[src/rtl/uart_pkg.sv]
// Shared UART definitions: receiver/transmitter state encodings and default bit timing.
package uart_pkg;

  localparam int unsigned CLKS_PER_BIT_DEFAULT = 217;

  typedef enum logic [1:0] {
    IDLE      = 2'b00,
    START_BIT = 2'b01,
    STREAMING = 2'b10,
    STOP_BIT  = 2'b11
  } uart_state_e;

endpackage

[src/rtl/uart_sync2.sv]
// Two-flop synchronizer for a single asynchronous bit, with a selectable reset value.
module uart_sync2 #(
  parameter logic RST_VAL = 1'b1
) (
  input  logic clk,
  input  logic rst,
  input  logic d,
  output logic q
);

  logic meta;

  always_ff @(posedge clk) begin
    if (rst) begin
      meta <= RST_VAL;
      q    <= RST_VAL;
    end else begin
      meta <= d;
      q    <= meta;
    end
  end

endmodule

[src/rtl/uart_rx.sv]
// 8N1 UART receiver: mid-bit sampling of a synchronized line, one-cycle valid and
// frame-error pulses, and an armed flag so a held-low line never retriggers a frame.
module uart_rx
  import uart_pkg::*;
#(
  parameter int unsigned CLKS_PER_BIT = CLKS_PER_BIT_DEFAULT
) (
  input  logic       clk,
  input  logic       rst,
  input  logic       rx_serial,
  output logic       rx_dv,
  output logic [7:0] rx_byte,
  output logic       rx_active,
  output logic       rx_frame_err
);

  localparam int unsigned    CW       = $clog2(CLKS_PER_BIT) + 1;
  localparam logic [CW-1:0]  BIT_LAST = CW'(CLKS_PER_BIT - 1);
  localparam logic [CW-1:0]  HALF     = CW'((CLKS_PER_BIT - 1) / 2);

  uart_state_e   state;
  logic [CW-1:0] cnt;
  logic [2:0]    bit_idx;
  logic [7:0]    shift;
  logic          armed;
  logic          rx_sync;

  uart_sync2 #(.RST_VAL(1'b1)) u_sync (
    .clk (clk),
    .rst (rst),
    .d   (rx_serial),
    .q   (rx_sync)
  );

  always_ff @(posedge clk) begin
    if (rst) begin
      state        <= IDLE;
      cnt          <= '0;
      bit_idx      <= '0;
      shift        <= '0;
      rx_byte      <= '0;
      rx_dv        <= 1'b0;
      rx_frame_err <= 1'b0;
      rx_active    <= 1'b0;
      armed        <= 1'b0;
    end else begin
      rx_dv        <= 1'b0;
      rx_frame_err <= 1'b0;
      case (state)
        IDLE: begin
          cnt     <= '0;
          bit_idx <= '0;
          // A start edge only counts once the line has been seen high.
          if (armed && !rx_sync) begin
            state     <= START_BIT;
            armed     <= 1'b0;
            rx_active <= 1'b1;
          end else if (rx_sync) begin
            armed <= 1'b1;
          end
        end
        START_BIT: begin
          if (cnt == HALF) begin
            cnt <= '0;
            if (!rx_sync) begin
              state <= STREAMING;
            end else begin
              state     <= IDLE;
              rx_active <= 1'b0;
            end
          end else begin
            cnt <= cnt + CW'(1);
          end
        end
        STREAMING: begin
          if (cnt == BIT_LAST) begin
            cnt            <= '0;
            shift[bit_idx] <= rx_sync;
            bit_idx        <= bit_idx + 3'd1;
            if (bit_idx == 3'd7) state <= STOP_BIT;
          end else begin
            cnt <= cnt + CW'(1);
          end
        end
        STOP_BIT: begin
          if (cnt == BIT_LAST) begin
            cnt       <= '0;
            state     <= IDLE;
            rx_active <= 1'b0;
            // A good stop bit proves the line is high, so stay armed for a back-to-back start.
            if (rx_sync) begin
              rx_byte <= shift;
              rx_dv   <= 1'b1;
              armed   <= 1'b1;
            end else begin
              rx_frame_err <= 1'b1;
            end
          end else begin
            cnt <= cnt + CW'(1);
          end
        end
        default: begin
          state     <= IDLE;
          cnt       <= '0;
          rx_active <= 1'b0;
        end
      endcase
    end
  end

endmodule
[config.mk]
export PLATFORM = sky130hd
export DESIGN_NAME = uart_rx
export DESIGN_NICKNAME = d
export VERILOG_FILES = /design/src/rtl/uart_pkg.sv /design/src/rtl/uart_sync2.sv /design/src/rtl/uart_rx.sv
export SDC_FILE = /design/constraint.sdc
export NUM_CORES = 1
export LEC_CHECK = 0
export CAP_MARGIN = 30
export CORE_UTILIZATION = 35
export DETAILED_ROUTE_END_ITERATION = 8
export DONT_BUFFER_PORTS = 1
export SKIP_LAST_GASP = 1
export SLEW_MARGIN = 20
export SYNTH_ARGS = -nofsm -noshare
export SYNTH_HDL_FRONTEND = slang
export SYNTH_SLANG_ARGS = --single-unit
[constraint.sdc]
create_clock -name clk -period 1.6 [get_ports clk]
set_input_delay 0.24 -clock clk [delete_from_list [all_inputs] [get_ports clk]]
set_output_delay 0.24 -clock clk [all_outputs]
set_load 0.05 [all_outputs]
==> run_results.csv <==
group,metric,value,unit
grt,overflow,0,
cells_and_area,drive_above_1_share,22.5,%
clocking,numClockSinks,36,
worst_setup_path,cp_data_arrival_time,1710,ps
timing,rsz0062_at_grt,"yes",
place,place.gp.congestion,0.818,
clocking,path_clk_slew,70,ps
worst_setup_path,critPathKind,"register to register",
timing,tightest_slew,510,ps
cells_and_area,multiInputGateArea,906,um^2
synth,synthTopCellsByCount,"dfxtp_1, nor2_1, mux2i_1, nand2_1, nand4_1",
detailed_routing,vias,1302,
power_and_ir_drop,powerDensity,853,nW/um^2
clocking,cts-root-buf,"clkbuf_8",
floorplanning,start_util,36.5,%
clocking,cts_tree,"done",
power_and_ir_drop,ir_worst_vdd,0.000489,V
place,port_buffers,0,
cells_and_area,nNetsFinal,206,
floorplanning,dieWidth,72.1,um
outcome,outcome,"complete, no violations",
worst_setup_path,r2r_cells,7,
synth,synth_top_area_cell,"dfxtp_1",
worst_setup_path,timing.rr.end,"rx_byte[7]$_SDFFE_PP0P_",
worst_setup_path,endpoint_kind,"register",
clocking,cts-buffers-inserted,5,
synth,synthCells,184,
worst_setup_path,regToRegSetupSlack,70,ps
place,dp_hpwl,2230,um
worst_setup_path,path_buf_inv,2,
floorplanning,rows,25,
cells_and_area,fillers,470,
timing,min_period,1530,ps
detailed_routing,drtIter0Drc,80,
timing,slew_headroom,65.9,%
grt,first_global_vias,1203,
synth,synthesis.area,1720,um^2
min_path,hold_class,"input port to register",
synth,synth_warnings,0,
synth,synth_edf_count,0,
min_path,whs_path_depth,1,
floorplanning,design.core.area,4720,um^2
timing,finClkSkew,5.31,ps
detailed_routing,via_per_inst,4.88,
synth,synth_area_leaders,"dfxtp_1, mux2i_1, nor2_1",
clocking,ctsHtreeMaxLevel,2,
clocking,insertion_delay,290,ps
detailed_routing,routed_wl,3290,um
power_and_ir_drop,p_leak,0.000795,uW
min_path,holdPathEnd,"armed$_SDFFE_PP0P_",
grt,track_usage,13.9,%
cells_and_area,final_cells,267,
worst_setup_path,crit_chain,"inv_2, ha_4, nand3b_1, nor4_4, buf_4, mux2i_1, nor2_1",
worst_setup_path,cp_slowest_cell,"dfxtp_2",
synth,ys_async_sr_fraction,0,%
detailed_routing,wl_per_cell,12.3,um
cells_and_area,regArea,728,um^2
min_path,hp-start,"rst",
detailed_routing,drc,0,
synth,ys_seq_area_share,41.9,%
timing,slew_viol_final,0,
detailed_routing,detail-route-antenna-nets,0,
timing,finalSetupTns,0,ps
clocking,cts_buffer_depth,2,
grt,grt_max_degree,30,
worst_setup_path,r2r-start,"cnt[1]$_SDFF_PP0_",
floorplanning,num_io_pins,14,
synth,ys_seq_elements,36,
timing,clock.fmax,655,MHz
synth,synth_nets,191,
cells_and_area,diodes,0,
worst_setup_path,cp_slowest_stage_delay,330,ps
grt,antenna_found_initial,0,
run,cap_violations,0,
synth,synth_top_flop_cell,"dfxtp_1",
grt,grt_pass1_wl,5610,um
floorplanning,fp.dieH,72.1,um
floorplanning,dieArea,5200,um^2
synth,yosys.area.top_type_share,41.9,%
worst_setup_path,worst-endpoint-required,1780,ps
worst_setup_path,crit_fanout,4,
synth,synth_cell_types,40,
worst_setup_path,cp_top_family,"simple AND/OR/NAND/NOR gates",
cells_and_area,syn2layout_area_growth,17.3,%
detailed_routing,dr.pass1.iters,4,
synth,synth_most_common_cell,"dfxtp_1",
timing,hold_viol,0,
synth,avgSynthCellArea,9.36,um^2
worst_setup_path,cp-start-kind,"register",
timing,post-route-period-util,95.5,%
place,dp_cells,255,
timing,finalSetupViolations,0,
[registers in the layout, summed over array words and instances, names as in the netlist, named ones only]
signal        flops
u_sync.meta       1
rx_dv             1
rx_byte           8
shift             8
cnt               9
bit_idx           3
armed             1
u_sync.q          1
rx_frame_err      1
state             1
rx_active         1
[cell type report]
| class | count | area share (%) |
|---|---|---|
| Inverter | 4 | 0.743 |
| Sequential cell | 36 | 36.1 |
| Tap cell | 67 | 4.15 |
| Clock inverter | 2 | 1.73 |
| Clock buffer | 6 | 3.59 |
| Timing Repair Buffer | 23 | 8.86 |
| Multi-Input combinational cell | 129 | 44.9 |
[per-layer routing]
metal | vias up | share of wire, % | track usage (%)
met5 | - | 0 | 0
li1 | 671 | - | -
met4 | 0 | 1.7 | 6.54
met1 | 604 | 51 | 19.4
met3 | 5 | 3.9 | 4.03
met2 | 22 | 43 | 19.5
[where the power goes]
group | leakage (uW) | total [uW] | internal, uW | switching (uW)
Combinational | 0.000446 | 39.8 | 18.1 | 21.7
Sequential | 0.000294 | 905 | 902 | 3.16
Clock | 0.0000552 | 777 | 462 | 315
Total | 0.000795 | 1720 | 1380 | 340
[repair_timing]
item,CTS,global route
gates resized for setup,0,14
hold buffers,0,1
endpoints found under the setup margin,0,12
endpoints found under the hold margin,0,3
setup buffers,0,3
[worst max path at each step]
stage	start	to	slack, ps	cells after the start
3_5_place_dp	register	register	50	5
4_1_cts	register	register	20	5
2_1_floorplan	cnt[2]$_SDFF_PP0_	rx_byte[1]$_SDFFE_PP0P_	10	5
3_3_place_gp	cnt[3]$_SDFF_PP0_	rx_byte[1]$_SDFFE_PP0P_	30	5
5_1_grt	cnt[1]$_SDFF_PP0_	rx_byte[7]$_SDFFE_PP0P_	-40	7
6_report	cnt[1]$_SDFF_PP0_	rx_byte[7]$_SDFFE_PP0P_	70	7
[through the flow]
step | cell area, um^2 | total power (uW) | worst slack, ps | hold slack, ps | util, %
after global routing | 2020 | 1790 | -41.4 | 3.36 | 42.8
after CTS | 1940 | 1740 | 23.2 | 11.1 | 41.1
after global placement | 1840 | 960 | 25.9 | 315 | 38.9
after detailed placement | 1840 | 961 | 46.8 | 319 | 38.9
after floorplan | 1720 | 963 | 10.3 | 344 | -
final | 2020 | 1720 | 72.5 | 18.3 | 42.8
[logic make-up (layout without fill, tap and decap cells)]
| family | after synthesis | after routing | share of synthesized area [%] |
|---|---|---|---|
| XOR/XNOR | 7 | 7 | 3.56 |
| flip-flops | 36 | 36 | 41.9 |
| buffers and inverters | 19 | 35 | 7.41 |
| AO/OA/AOI/OAI | 12 | 12 | 4.65 |
| adder cells (fa/ha/maj) | 4 | 4 | 2.91 |
| AND/OR/NAND/NOR | 87 | 87 | 28.6 |
| multiplexers | 19 | 19 | 11.0 |
[placed cells by master (no fill, tap or decap), drive strengths merged, types with 2 or more instances in the layout]
| cell | netlist | layout |
|---|---|---|
| o22ai | 2 | 2 |
| nor2b | 2 | 2 |
| inv | 4 | 4 |
| nand3 | 4 | 4 |
| or3 | 2 | 2 |
| nor3 | 4 | 4 |
| dfxtp | 36 | 36 |
| and3b | 3 | 3 |
| nand4b | 2 | 2 |
| mux2i | 19 | 19 |
| nand4 | 8 | 8 |
| nor2 | 31 | 31 |
| a31oi | 2 | 2 |
| xor2 | 4 | 4 |
| a21oi | 4 | 4 |
| nor4b | 4 | 4 |
| nor4bb | 3 | 3 |
| nand2 | 10 | 10 |
| ha | 4 | 4 |
| nor4 | 3 | 3 |
| xnor2 | 3 | 3 |
| nand2b | 2 | 2 |
| buf | 6 | 22 |
| clkbuf | 7 | 6 |
| or2 | 2 | 2 |
| nand3b | 4 | 4 |
No activity file was read; power rests on OpenSTA's default activity.
